`src/rtl/rob_commit.sv`:
```
// In-order reorder buffer with single-wide retire, writeback completion tracking
// and mispredict squash of everything younger than the resolved branch.
module rob_commit #(
  parameter int DEPTH  = 16,
  parameter int PREG_W = 6,
  parameter int AREG_W = 5,
  parameter int TAG_W  = $clog2(DEPTH)
) (
  input  logic              clk_i,
  input  logic              rst_i,
  input  logic              alloc_valid_i,
  output logic              alloc_ready_o,
  input  logic              alloc_rd_valid_i,
  input  logic [AREG_W-1:0] alloc_rd_arch_i,
  input  logic [PREG_W-1:0] alloc_rd_phys_i,
  input  logic [PREG_W-1:0] alloc_old_phys_i,
  output logic [TAG_W-1:0]  alloc_tag_o,
  input  logic              wb_valid_i,
  input  logic [TAG_W-1:0]  wb_tag_i,
  input  logic              br_valid_i,
  input  logic              br_hit_i,
  input  logic [TAG_W-1:0]  br_tag_i,
  output logic [PREG_W:0]   p_commit_o,
  output logic              free_valid_o,
  output logic [PREG_W-1:0] free_idx_o,
  output logic              empty_o,
  output logic [TAG_W:0]    count_o
);

  localparam int PTR_W = TAG_W + 1;

  logic [DEPTH-1:0]  valid_q, valid_d;
  logic [DEPTH-1:0]  done_q, done_d;
  logic [DEPTH-1:0]  rd_valid_q;
  logic [PREG_W-1:0] rd_phys_q  [DEPTH];
  logic [PREG_W-1:0] old_phys_q [DEPTH];
  logic [PTR_W-1:0]  head_q, head_d;
  logic [PTR_W-1:0]  tail_q, tail_d;

  logic [PREG_W:0]   p_commit_q;
  logic              free_valid_q;
  logic [PREG_W-1:0] free_idx_q;

  logic [TAG_W-1:0]  head_idx, tail_idx, br_dist;
  logic [PTR_W-1:0]  count, br_ptr;
  logic              mispredict, retire, alloc_fire;

  // Distance of an entry from the head, in program order.
  function automatic logic [TAG_W-1:0] age_of(input logic [TAG_W-1:0] idx,
                                              input logic [TAG_W-1:0] hd);
    return idx - hd;
  endfunction

  assign head_idx   = head_q[TAG_W-1:0];
  assign tail_idx   = tail_q[TAG_W-1:0];
  assign count      = tail_q - head_q;
  assign mispredict = br_valid_i && !br_hit_i && valid_q[br_tag_i];
  assign retire     = valid_q[head_idx] && done_q[head_idx];
  assign alloc_fire = alloc_valid_i && alloc_ready_o && !mispredict;

  // The branch pointer is rebuilt from the head so the wrap bit stays consistent.
  assign br_dist = age_of(br_tag_i, head_idx);
  assign br_ptr  = head_q + PTR_W'(br_dist);

  always_comb begin
    valid_d = valid_q;
    done_d  = done_q;
    head_d  = head_q;
    tail_d  = tail_q;
    if (wb_valid_i && valid_q[wb_tag_i]) begin
      done_d[wb_tag_i] = 1'b1;
    end
    if (retire) begin
      valid_d[head_idx] = 1'b0;
      head_d            = head_q + PTR_W'(1);
    end
    if (mispredict) begin
      for (int i = 0; i < DEPTH; i++) begin
        if (age_of(TAG_W'(i), head_idx) > br_dist) begin
          valid_d[i] = 1'b0;
          done_d[i]  = 1'b0;
        end
      end
      tail_d = br_ptr + PTR_W'(1);
    end else if (alloc_fire) begin
      valid_d[tail_idx] = 1'b1;
      done_d[tail_idx]  = 1'b0;
      tail_d            = tail_q + PTR_W'(1);
    end
  end

  always_ff @(posedge clk_i) begin
    if (rst_i) begin
      valid_q <= '0;
      done_q  <= '0;
      head_q  <= '0;
      tail_q  <= '0;
    end else begin
      valid_q <= valid_d;
      done_q  <= done_d;
      head_q  <= head_d;
      tail_q  <= tail_d;
    end
  end

  // Payload storage carries no reset; it is only read behind a valid bit.
  always_ff @(posedge clk_i) begin
    if (alloc_fire) begin
      rd_valid_q[tail_idx] <= alloc_rd_valid_i && (alloc_rd_arch_i != '0);
      rd_phys_q[tail_idx]  <= alloc_rd_phys_i;
      old_phys_q[tail_idx] <= alloc_old_phys_i;
    end
  end

  always_ff @(posedge clk_i) begin
    if (rst_i) begin
      p_commit_q   <= '0;
      free_valid_q <= 1'b0;
      free_idx_q   <= '0;
    end else if (retire) begin
      p_commit_q   <= rd_valid_q[head_idx] ? {1'b1, rd_phys_q[head_idx]} : '0;
      free_valid_q <= rd_valid_q[head_idx];
      free_idx_q   <= old_phys_q[head_idx];
    end else begin
      p_commit_q   <= '0;
      free_valid_q <= 1'b0;
      free_idx_q   <= '0;
    end
  end

  assign alloc_ready_o = (count != PTR_W'(DEPTH));
  assign alloc_tag_o   = tail_idx;
  assign count_o       = count;
  assign empty_o       = (count == '0);
  assign p_commit_o    = p_commit_q;
  assign free_valid_o  = free_valid_q;
  assign free_idx_o    = free_idx_q;

endmodule

```
`config.mk`:
```
export PLATFORM = sky130hd
export DESIGN_NAME = rob_commit
export DESIGN_NICKNAME = d
export VERILOG_FILES = /design/src/rtl/rob_commit.sv
export SDC_FILE = /design/constraint.sdc
export NUM_CORES = 1
export LEC_CHECK = 0
export CAP_MARGIN = 15
export CORE_UTILIZATION = 40
export CTS_CLUSTER_SIZE = 14
export DETAILED_ROUTE_END_ITERATION = 7
export GPL_ROUTABILITY_DRIVEN = 0
export SETUP_SLACK_MARGIN = 0.5
export SYNTH_ARGS = -nofsm -noshare
export SYNTH_HDL_FRONTEND = slang
export SYNTH_SLANG_ARGS = --single-unit
```
`constraint.sdc`:
```
create_clock -name clk_i -period 7.8 [get_ports clk_i]
set_input_delay 2.34 -clock clk_i [delete_from_list [all_inputs] [get_ports clk_i]]
set_output_delay 2.34 -clock clk_i [all_outputs]
set_load 0.02 [all_outputs]
```
# ---- Word-level counts from Yosys, hierarchy flattened
# Memories as Yosys holds them, arrays and structs flattened. A register that Yosys moved wholly into a read port is not among the register bits.
# Index checks and enable logic that the tools add are counted.
dict set report op_classes {
  reduce_logical 17
  n_eq_ne 1
  order_cmp 23
  mux 62
  n_bitwise 8
  add_sub_neg 22
}
# op count
set ops {}
lappend ops {{$mux W16} 6}
lappend ops {{$gt A4 B4 Y1} 16}
lappend ops {{$mux W1} 42}
lappend ops {{$and A16 B16 Y16} 2}
lappend ops {{$not A16 Y16} 2}
lappend ops {{$or A16 B16 Y16} 2}
lappend ops {{$sub A4 B4 Y4 const A} 8}
lappend ops {{$bmux W1 S4} 5}
lappend ops {{$lt A4 B5 Y1 const B} 4}
lappend ops {{$bwmux W16} 1}
lappend ops {{$sub A3 B4 Y4 const A} 4}
lappend ops {{$add A5 B1 Y5 const B} 3}
lappend ops {{$demux W1 S4} 3}
lappend ops {{$ge A4 B1 Y1 const B} 3}
lappend ops {{$logic_and A1 B1 Y1} 10}
lappend ops {{$mux W5} 2}
lappend ops {{$mux W4} 2}
lappend ops {{$sub A1 B4 Y4 const A} 2}
lappend ops {{$sub A2 B4 Y4 const A} 2}
lappend ops {{$mux W7} 1}
lappend ops {{$add A5 B4 Y5} 1}
lappend ops {{$logic_not A5 Y1} 1}
lappend ops {{$ne A5 B5 Y1 const B} 1}
lappend ops {{$reduce_bool A5 Y1} 1}
lappend ops {{7 further kinds} 9}
dict set report word_totals {
  memories 2
  elab_cells 143
  in_bits 32
  regBits 66
  mem_bits_rw 192
}
# memory depth word_bits rd rd_clocked_by_memory_dff write_ports line
set mem_list {}
lappend mem_list {old_phys_q 16 6 1 1 1 36} ;# logic [PREG_W-1:0] old_phys_q [DEPTH];
lappend mem_list {rd_phys_q 16 6 1 1 1 35} ;# logic [PREG_W-1:0] rd_phys_q [DEPTH];

# ---- Logic depth before layout (Yosys ltp)
dict set report logic_depth {
  word_depth 10
  depth_mapped 14
  ltp_nobuf 13
}

# ---- Worst setup path after synthesis
# OpenSTA, ideal clock, no wires.
dict set report synth_path {
  path_type {input -> register}
  start {input port br_tag_i[0]}
  end {register valid_q[12]}
  setup_ps 117
  stages 14
  path_slack_ps 2660
  n_path_buf 1
  arrival_time_ps 5023
  path_cell_list {buf_2 -> inv_1 -> ha_1 -> fa_1 -> xnor2_1 -> inv_1 -> ha_1 -> nor2_1 -> a21oi_1 -> nand3_1 -> a211o_1 -> a21oi_1 -> nor2_1 -> a32o_1}
}
dict set report synth_via {
  elab_chain_len 7
}
# element line
set synth_rtl {}
lappend synth_rtl {{from (decl)} 22} ;# input logic [TAG_W-1:0] br_tag_i,
lappend synth_rtl {{parallel branches: the longest is 6 deep, another holds $sub A4 B4 Y4} -}
lappend synth_rtl {{$mux W16 (*)} 77} ;# if (mispredict) begin
lappend synth_rtl {{to (signal assigned)} 99} ;# valid_q <= valid_d;
lappend synth_rtl {{to (decl)} 32} ;# logic [DEPTH-1:0] valid_q, valid_d;
# Mark *: on every way between the ends. The select of a mux whose other input is x is not followed.
# A chain may end at the register's enable or synchronous reset.

# ---- Worst setup path in the final report
dict set report layout_path {
  start {register head_q[3]}
  end {output port empty_o}
}
dict set report layout_via {
  elab_chain_len 2
}
# element line
set layout_rtl {}
lappend layout_rtl {{from (decl)} 37} ;# logic [PTR_W-1:0] head_q, head_d;
lappend layout_rtl {{from (signal assigned)} 96} ;# head_q <= '0;
lappend layout_rtl {{from (signal assigned)} 101} ;# head_q <= head_d;
lappend layout_rtl {{$sub A5 B5 Y5} 56} ;# assign count = tail_q - head_q;
lappend layout_rtl {{$logic_not A5 Y1} 134} ;# assign empty_o = (count == '0);
lappend layout_rtl {{to (decl)} 26} ;# output logic empty_o,
# No other way between the ends.

==> results.json <==
{
  "finish.net_count": 959,
  "drv_slew": 0,
  "worst_ep_required_time_ns": 5.46,
  "hold_viol": 0,
  "yosysWarnings": 0,
  "rsz0062_at_grt": "no",
  "fin_crit_ns": 5.64,
  "num-fill-cells": 2711,
  "syn_nets": 907,
  "post_cts_buffers": 0,
  "cts_tree": "built",
  "routed_wl_mm": 30.6,
  "holdPathStages": 2,
  "fin_tns_setup_ns": 0,
  "final_common_cell": "edfxtp_1",
  "clk_pin_slew_ns": 0.06,
  "multi_input_area_um2": 4670,
  "leakage_uw": 0.00465,
  "synth.distinct_cells": 82,
  "dieArea_um2": 31800,
  "ys.flop_type": "edfxtp_1",
  "synth_edf_count": 208,
  "grt_pass1_vias": 7504,
  "cts_hold_buf": 0,
  "power.total_uw": 2990,
  "synth_top_family_by_area": "multiplexers",
  "avgRoutedWirePerCell_um": 23.6,
  "postLayoutCoreUtil_pct": 46.2,
  "first_pass_iters": 5,
  "p_per_area_nw_per_um2": 212,
  "crit_path_max_fanout": 21,
  "relSlewSlack_pct": 28.2,
  "grt_max_degree": 47,
  "synth_seq_cells": 267,
  "start_util_pct": 40.7,
  "antenna_found_initial": 0,
  "hpwl_mm": 19.2,
  "grt_pass1_wl_mm": 46.3,
  "end_kind": "primary output",
  "diodes": 0,
  "yosys.area_share.simple_pct": 8.66,
  "io_pins": 57,
  "clock_sinks": 267,
  "worst_skew_pair.late_latency_ns": 0.53,
  "ctsHtreeMaxLevel": 1,
  "synthMuxAreaShare_pct": 13.5,
  "status": "completed",
  "path_class": "register to primary output",
  "ir_drop_mv": 0.121,
  "finalClockSkew_ns": 0.0128,
  "start_kind": "register",
  "synth_fa_ha_area_share_pct": 5.15,
  "hp-class": "register to register",
  "cts_resized": 0,
  "grt-ovfl-total": 0,
  "clockRootBuffer": "clkbuf_16",
  "hold_slack_ns": 0.518,
  "synth_top_cell_by_area": "edfxtp_1",
  "rows": 64,
  "fmax_ghz": 0.177,
  "r2r_cells": 9,
  "layout-drive-gt1-share_pct": 16.2,
  "synth-compound-area-share_pct": 8.46,
  "arrival_ns": 3.30,
  "die_h_um": 178,
  "max_cap_viol_count": 0,
  "portBuffers": 56,
  "synthCells": 828,
  "avgSynthCellArea_um2": 15.0,
  "yosysTopAreaCellShare_pct": 50.2,
  "synthesis.area_um2": 12400,
  "synth_xor_area_share_pct": 1.75,
  "grt_use_total_pct": 19.8,
  "layout_common_cells": "edfxtp_1, mux4_2, dfxtp_1",
  "num_vias": 7369,
  "seqCellArea_um2": 7430,
  "drc": 0,
  "drtAntennaViolNets": 0,
  "chipWidth_um": 178,
  "core_um2": 30600,
  "area_growth_pct": 13.5,
  "synthArstFlopShare_pct": 0,
  "viasPerCell": 5.69,
  "setup_viol": 0,
  "numCtsBuffers": 27,
  "drt-initial-drc-count": 582,
  "synthTopCellsByArea": "edfxtp_1, mux4_2, dfxtp_1, ha_1, a21oi_1",
  "design_area_um2": 14100,
  "tightestPinTransition_ns": 1.08,
  "place_area_um2": 13300,
  "clk_path_buf_depth": 3,
  "ys_seq_area_share_pct": 59.7,
  "fin_crit_sh_pct": 72.4
}
## stage by stage
step                      setup slack, ns  cells
final                                2.16   1296
after global routing                 1.79   1296
after CTS                            2.07   1296
after detailed placement             1.67   1247
after global placement               1.79   1247
after floorplan                      2.66    828
## layout make-up
class,count,share of cell area (%)
Clock buffer,35,5.00
Clock inverter,14,0.452
Inverter,33,0.877
Multi-Input combinational cell,485,33.1
Sequential cell,267,52.6
Tap cell,396,3.51
Timing Repair Buffer,66,4.47
## metal layers
metal	vias up	routed length, um	global-route usage (%)
li1	3349	-	-
met1	3766	13400	26.9
met2	206	15100	33.2
met3	48	1400	2.49
met4	0	646	5.47
met5	-	0	0
## final timing paths
path	from	endpoint	slack [ns]
min	done_q[2]	done_q[2]	0.52
min reg2reg	done_q[2]	done_q[2]	0.52
max	head_q[3]	empty_o	2.16
max reg2reg	head_q[3]	old_phys_q[6][1]	3.84
## where the power goes
group          switching [uW]  total, uW  leakage, uW  internal (uW)
clock network             514       1150     0.000378            634
registers                16.2       1580      0.00236           1570
logic                     155        262      0.00191            106
## sequential cells by signal, summed over array words and instances, names as in the netlist, named ones only
| register | flops |
|---|---|
| p_commit_o | 7 |
| valid_q | 16 |
| rd_valid_q | 16 |
| head_q | 5 |
| tail_q | 5 |
| free_idx_o | 6 |
| rd_phys_q | 96 |
| old_phys_q | 96 |
| done_q | 16 |
## synth_stat cells, drive strengths merged, types with 5 or more instances
library cell / n
nand3: 30
inv: 33
and3b: 7
clkbuf: 17
a211o: 6
nor4: 6
nor3: 5
o21ai: 9
dfxtp: 59
mux4: 69
mux2i: 8
nor2b: 21
and3: 6
xor2: 7
nor2: 44
nand2b: 5
buf: 26
a211oi: 7
nand2: 25
ha: 44
a2111oi: 6
a32o: 11
xnor2: 17
a21oi: 51
a31oi: 6
nand3b: 6
a21o: 10
edfxtp: 208
and2: 16
## critical path: stages (launching register included)
cell and delay (ns):
dfxtp_1 0.30, buf_4 0.22, inv_2 0.53, ha_1 0.40
nor2_1 0.10, a21oi_1 0.05, xnor2_1 0.32, inv_1 0.11
nor2_1 0.12, clkdlybuf4s50_1 0.60
## logic make-up after synthesis
| family | Yosys count |
|---|---|
| DFF | 267 |
| and+or+nand+nor | 187 |
| AOI/OAI and AO/OA | 143 |
| muxes | 81 |
| buffers and inverters | 76 |
| adders and majority gates | 50 |
| xor gates and xnor gates | 24 |
(Power assumes the default switching activity.)
